$ cat config.mk
export PLATFORM = sky130hd
export DESIGN_NAME = fp8_stream_accumulator
export DESIGN_NICKNAME = d
export VERILOG_FILES = /design/src/rtl/fp8_stream_accumulator.sv
export SDC_FILE = /design/constraint.sdc
export NUM_CORES = 1
export LEC_CHECK = 0
export CAP_MARGIN = 30
export CORE_MARGIN = 8
export CORE_UTILIZATION = 40
export CTS_BUF_LIST = sky130_fd_sc_hd__clkbuf_4
export CTS_CLUSTER_SIZE = 20
export DETAILED_ROUTE_END_ITERATION = 7
export SKIP_CTS_REPAIR_TIMING = 1
export SLEW_MARGIN = 5
export SYNTH_ARGS = -nofsm -noshare
export SYNTH_HDL_FRONTEND = slang
export SYNTH_SLANG_ARGS = --single-unit
$ cat constraint.sdc
create_clock -name clk -period 12.5 [get_ports clk]
set_input_delay 2.5 -clock clk [delete_from_list [all_inputs] [get_ports clk]]
set_output_delay 2.5 -clock clk [all_outputs]
set_load 0.02 [all_outputs]
$ cat src/rtl/fp8_stream_accumulator.sv
// Streaming FP8 E4M3 reducer: folds accepted beats into a running sum that is
// rounded at every step, and emits the result on the beat marked last.

module fp8_e4m3_adder (
  input  logic [7:0] a,
  input  logic [7:0] b,
  output logic [7:0] sum
);
  // Magnitude as an exact integer in units of 2^-9, the subnormal LSB.
  function automatic logic [19:0] mag(input logic [7:0] x);
    logic [19:0] sig;
    sig = {16'd0, (x[6:3] != 4'd0), x[2:0]};
    if (x[6:3] == 4'd0) mag = sig;
    else                mag = sig << (x[6:3] - 4'd1);
  endfunction

  logic [19:0] ma, mb, rmag, rem, half;
  logic [3:0]  kept;
  logic [4:0]  lead, shift, ex, mant;
  logic        rsign, rup, nan;

  always_comb begin
    nan = (a[6:0] == 7'h7F) || (b[6:0] == 7'h7F);
    ma  = mag(a);
    mb  = mag(b);
    rsign = a[7];
    if (a[7] == b[7])  rmag = ma + mb;
    else if (ma >= mb) rmag = ma - mb;
    else begin
      rmag  = mb - ma;
      rsign = b[7];
    end
    lead = '0;
    for (int i = 0; i < 20; i++)
      if (rmag[i]) lead = 5'(i);
    // Keep the hidden bit plus 3 mantissa bits; round the rest to nearest-even.
    shift = (lead > 5'd3) ? lead - 5'd3 : 5'd0;
    kept  = 4'(rmag >> shift);
    rem   = rmag & ((20'd1 << shift) - 20'd1);
    half  = (shift == 5'd0) ? 20'd0 : (20'd1 << (shift - 5'd1));
    rup   = (shift != 5'd0) && ((rem > half) || ((rem == half) && kept[0]));
    mant  = {1'b0, kept} + {4'd0, rup};
    ex    = lead - 5'd2;
    if (mant[4]) begin
      ex   = ex + 5'd1;
      mant = 5'd8;
    end
    if (rmag < 20'd8)
      sum = (rmag == 20'd0) ? 8'h00 : {rsign, 4'd0, rmag[2:0]};
    else if ((ex > 5'd15) || ((ex == 5'd15) && (mant[2:0] == 3'd7)))
      sum = {rsign, 7'h7E};
    else
      sum = {rsign, ex[3:0], mant[2:0]};
    if (nan) sum = 8'h7F;
  end
endmodule

module fp8_stream_accumulator #(
  parameter int COUNT_W = 8
) (
  input  logic               clk,
  input  logic               rst_n,
  input  logic               in_valid,
  output logic               in_ready,
  input  logic [7:0]         in_data,
  input  logic               in_last,
  output logic               out_valid,
  input  logic               out_ready,
  output logic [7:0]         out_data,
  output logic               out_nan,
  output logic [COUNT_W-1:0] out_count
);
  typedef enum logic {ACC, DONE} state_t;

  state_t             state, state_nxt;
  logic [7:0]         acc, acc_sum;
  logic               nan_flag, nan_nxt, fire, out_fire;
  logic [COUNT_W-1:0] count, count_inc;

  fp8_e4m3_adder u_add (.a(acc), .b(in_data), .sum(acc_sum));

  assign in_ready  = (state == ACC);
  assign fire      = in_valid && in_ready;
  assign out_fire  = out_valid && out_ready;
  assign nan_nxt   = nan_flag || (in_data[6:0] == 7'h7F);
  assign count_inc = (&count) ? count : count + COUNT_W'(1);

  always_ff @(posedge clk or negedge rst_n)
    if (!rst_n) state <= ACC;
    else        state <= state_nxt;

  always_comb begin
    state_nxt = state;
    case (state)
      ACC:  if (fire && in_last) state_nxt = DONE;
      DONE: if (out_fire)        state_nxt = ACC;
      default: state_nxt = ACC;
    endcase
  end

  always_ff @(posedge clk or negedge rst_n) begin
    if (!rst_n) begin
      acc       <= 8'h00;
      nan_flag  <= 1'b0;
      count     <= '0;
      out_valid <= 1'b0;
      out_data  <= 8'h00;
      out_nan   <= 1'b0;
      out_count <= '0;
    end else begin
      if (fire) begin
        if (in_last) begin
          // Final beat lands straight in the output registers; accumulator restarts.
          acc       <= 8'h00;
          nan_flag  <= 1'b0;
          count     <= '0;
          out_data  <= acc_sum;
          out_nan   <= nan_nxt;
          out_count <= count_inc;
          out_valid <= 1'b1;
        end else begin
          acc      <= acc_sum;
          nan_flag <= nan_nxt;
          count    <= count_inc;
        end
      end
      if (out_fire) begin
        out_valid <= 1'b0;
        out_data  <= 8'h00;
        out_nan   <= 1'b0;
        out_count <= '0;
      end
    end
  end
endmodule
# == Word-level counts from Yosys, hierarchy flattened ==
# Cells that the tools add are included.
# totals
regBits,36
latchBits,0
ramBits,0
romBits,0
output_inout_bits,19
mem_count,0
# classes
addsub,12
n_mul,0
div_mod_pow,0
n_lt_le_gt_ge,5
n_eq_ne,6
n_shift,5
mux,52
bitwise,2
n_reduce_logical,21
# ops
cell,count
$mux 20,5
$mux 8,12
$shl 1x5->20 const A,2
$shl 4x4->20,2
$sub 20x20->20,2
$mux 4,8
$mux 5,6
$add 20x20->20,1
$and 20x20->20,1
$eq 20x20->1,1
$ge 20x20->1,1
$gt 20x20->1,1
$logic_not 20->1,1
$lt 20x4->1 const B,1
$shr 20x5->4,1
$sub 20x1->20 const B,1
$mux 3,5
$eq 7x7->1 const B,2
$mux 1,12
$sub 5x2->5 const B,2
$add 8x1->8 const B,1
$logic_not 4->1,2
$reduce_and 8->1,1
$reduce_bool 4->1,2
19 further kinds,30

# == Logic depth before layout (Yosys ltp) ==
# logic_depth
ltp_word,45
ltp_mapped,64
ltp_nobuf,55

# == Modules after synthesis ==
# From an unflattened synthesis, not the netlist that was laid out.
# unflattened
hier_cells,1203
hier_area_um2,8421.8
# by_module_without_submodules
module,n_inst,cells_per_inst,area_each_um2,seq_area_each_um2
fp8_e4m3_adder,1,1038,6750.2,0.0
fp8_stream_accumulator,1,165,1671.6,900.9

# == Worst setup path after synthesis ==
# Ideal clock, no wire load.
# synth_path
path_kind,input -> register
startpoint,input in_data[3]
endpoint,register acc[3]
setup_ps,132
arrival_time_ps,12760
t_required_ps,12368
slack_ps,-392
path_stages,58
n_path_buf,10
cell_sequence,clkbuf_1 clkbuf_1 inv_1 ha_1 clkbuf_1 nand2_1 maj3_1 nor3b_1 ha_1 fa_1 nand3b_1 a211oi_2 a211oi_4 o211a_1 buf_6 buf_6 buf_6 o21ai_1 (+22 left out) ha_1 a21oi_1 nor2b_1 o21ai_0 nand2b_1 a21oi_1 nor2b_1 o21ai_0 o311ai_0 o311a_1 ha_1 ha_1 inv_1 a2111oi_4 buf_6 a211o_1 a31oi_1 o22ai_1
# synth_between
elab_chain_len,43
elab_cells_between_ends,64
classes_between,10 x add/sub; 5 x order compare; 4 x eq/ne; 4 x shift; 30 x mux; 1 x bitwise; 10 x reduce/logical
# synth_rtl
element,line_no,text
"start, declared",65,"input logic [7:0] in_data,"
"parallel branches: the longest is 41 deep, another holds $sub 20x20->20",-,
$mux 8 (*),54,if (nan) sum = 8'h7F;
$mux 8 (*),112,if (in_last) begin
"end signal, assigned",122,acc <= acc_sum;
"end, declared",76,"logic [7:0] acc, acc_sum;"
# Every way passes the cells marked *.
# A chain may end at the register's enable or synchronous reset.

# == Worst setup path after layout ==
# layout_path
startpoint,input in_data[4]
endpoint,register out_data[5]
# layout_between
elab_chain_len,45
elab_cells_between_ends,66
classes_between,10 x add/sub; 5 x order compare; 4 x eq/ne; 4 x shift; 32 x mux; 1 x bitwise; 10 x reduce/logical
# layout_rtl
element,line_no,text
"parallel branches: the longest is 41 deep, another holds $sub 20x20->20",-,
$mux 8 (*),54,
$mux 8 (*),112,
$mux 8 (*),111,if (fire) begin
$mux 8 (*),127,if (out_fire) begin
"end signal, assigned",117,out_data <= acc_sum;
"end, declared",69,"output logic [7:0] out_data,"
# Every way passes the cells marked *. The select of a mux whose other input is x is not followed.

==> impl_metrics.ini <==
[run]
drv_cap = 0

[critical_path]
reg2regPathDepth = 49
cp.arrival_ns = 12.25
r2r_end = out_data[5]$_DFFE_PN0P_
slowest_stage = or4_1
critPathTopFamily = compound AO/OA/AOI/OAI gates
cp_slowest_stage_delay_ns = 0.57
r2r_slack_ns = 1.67
cpMostUsedCell = ha_1
cp-start-kind = input pin
path_depth = 50
crit_end = out_data[5]$_DFFE_PN0P_
cp_num_buf_inv = 10
crit_type = in -> reg
crit_path_end_kind = flop
required_ns = 12.74
worstPathMaxFanout = 20
crit_start = in_data[4]
r2r-start = acc[3]$_DFFE_PN0P_

[synth]
ys_warn_count = 0
ys_async_sr_fraction_pct = 100
synth_edf_count = 0
syn_area_sq_um = 8610
ys_seq_area_share_pct = 10.5
syn-mean-instance-area_sq_um = 7.02
synth_cell_types = 117
synth_ff_type = dfrtp_1
synth-seq-cells = 36
syn_inst = 1226

[placed_design]
dpl.hpwl_mm = 24.2
numPortBuffers = 31
gp_congestion = 1.02
place_ws_ns = 0.0326

[min_path]
hp-class = reg -> reg

[clock_network]
ctsRootBufferMaster = clkbuf_4
clock_path_buffers = 2
h-tree-depth = 2
clkTransAtPathRegs_ns = 0.11
clock-sinks = 36
cts_buffers = 5
cts_tree = built
clock_latency_ns = 0.34

[timing]
relSlewSlack_pct = 36.8
fin_crit_sh_pct = 96.1
fmax_mhz = 83.3
holdWs_ns = 0.511
finalHoldViolCount = 0
fin_crit_ns = 12.01
finClkSkew_ns = 0.0118
finalSetupViolations = 0
maxSlewViolCount = 0
worstMarginPinSlew_ns = 0.946
setup_ws_ns = 0.493

[global_routing]
grt_max_degree = 39
grt_usage_pct = 21.9
antenna_found_initial = 0
globalRoute.totalOverflow = 0
grt_pass1_vias = 8858
grt_pass1_wl_mm = 47.6

[final_layout]
final_util_pct = 46.6
nFillCells = 2166
diodes = 0
drive_gt1_share_pct = 14.6
syn2layout_area_growth_pct = 14.3
multi_input_area_sq_um = 7310
final_common_cell = nand2_1
seqCellArea_sq_um = 901
fin_nets = 1384
final_cell_mix = nand2_1, nor2_1, a21oi_1, ha_1, buf_4

[outcome]
status = finished clean

[routing]
drt_wl_total_mm = 30.3
dr.pass1.iters = 5
post-route-drc-count = 0
final_antenna_net_count = 0
vias = 9644
avgViaCountPerCell = 6.20
drtIter0Drc = 860
post_drt_wl_per_cell_microns = 19.5

[floorplanning]
die_h_microns = 163
initial_utilization_pct = 40.8
core_area_sq_um = 21100
die_w_microns = 163
num_rows = 53
io_pins = 32
die_area_sq_um = 26500
-- Yosys cell counts (8+ instances only) --
library cell,instances,area (sq um)
nand2b_1,24,150
a31oi_1,10,62.6
xor2_1,10,87.6
nor4_1,8,50.1
buf_2,22,110
o21ai_0,73,365
o22ai_1,8,50.1
nor2b_1,15,93.8
o211ai_1,17,128
clkbuf_1,32,120
and3_1,27,169
nor2_1,126,473
o21bai_1,9,67.6
xnor2_1,18,158
a211oi_1,18,135
a21o_1,13,97.6
nand2_1,132,495
o21a_1,18,135
ha_1,88,1100
nand4_1,27,169
nor3_1,44,220
dfrtp_1,36,901
nand3_1,47,235
mux2_2,10,113
and2_1,15,93.8
mux2i_1,22,220
o21ai_1,13,65.1
inv_1,64,240
a21oi_1,93,465
or3_1,12,75.1
-- logic make-up (layout without fill, tap and decap cells) --
logic type,after synthesis,count (layout),synth area share [%]
simple gates,520,520,30.5
compound gates,376,376,31.1
buf+inv,138,192,7.12
fa+ha+maj,93,93,13.7
flops,36,36,10.5
mux,33,33,4.00
xor+xnor,29,29,3.04
other cells,1,2,0.0436
-- layer usage --
| metal | wire [microns] | global-route usage [%] | up-vias |
|---|---|---|---|
| met5 | 0 | 0 | - |
| met4 | 906 | 6.84 | 0 |
| met3 | 2350 | 3.49 | 61 |
| met2 | 13300 | 34.0 | 394 |
| met1 | 13700 | 30.5 | 4593 |
| li1 | - | - | 4596 |
-- worst min-delay path, stage by stage, from the launching register on --
cell and delay [ns]:
dfrtp_1 0.36, a21oi_1 0.04, nor2_1 0.07
-- flip-flops by register name (all words and copies together) (netlist names) --
| signal | count |
|---|---|
| count | 8 |
| out_data | 8 |
| nan_flag | 1 |
| out_valid | 1 |
| acc | 8 |
| state | 1 |
| out_count | 8 |
| out_nan | 1 |
-- how the worst min path moves through the flow --
stage                          from                   end  slack [ns]  depth (start not counted)
3_3_place_gp   nan_flag$_DFFE_PN0P_  nan_flag$_DFFE_PN0P_        0.48                          2
3_5_place_dp   nan_flag$_DFFE_PN0P_  nan_flag$_DFFE_PN0P_        0.49                          2
5_1_grt        nan_flag$_DFFE_PN0P_  nan_flag$_DFFE_PN0P_        0.55                          2
2_1_floorplan  nan_flag$_DFFE_PN0P_  nan_flag$_DFFE_PN0P_        0.46                          2
4_1_cts        nan_flag$_DFFE_PN0P_  nan_flag$_DFFE_PN0P_        0.51                          2
6_report       nan_flag$_DFFE_PN0P_  nan_flag$_DFFE_PN0P_        0.51                          2
-- final cells by class --
class / count / area share (%)
clock buffers: 7 / 0.534
flip-flops and latches: 36 / 9.16
clock inverters: 1 / 0.0382
inverters: 69 / 2.65
multi-input cells: 1053 / 74.3
repair buffers: 115 / 9.81
well taps: 275 / 3.50
-- through the flow --
step           cells  TNS [ns]  cell area, sq um
5_1_grt         1556    -0.300              9840
3_5_place_dp    1546         0              9580
6_report        1556         0              9840
3_3_place_gp    1545         0              9560
4_1_cts         1554         0              9630
2_1_floorplan   1227         0              8620
Power is not shown: default switching activity piles up to over one toggle a cycle in this logic, so the estimate is an artifact.
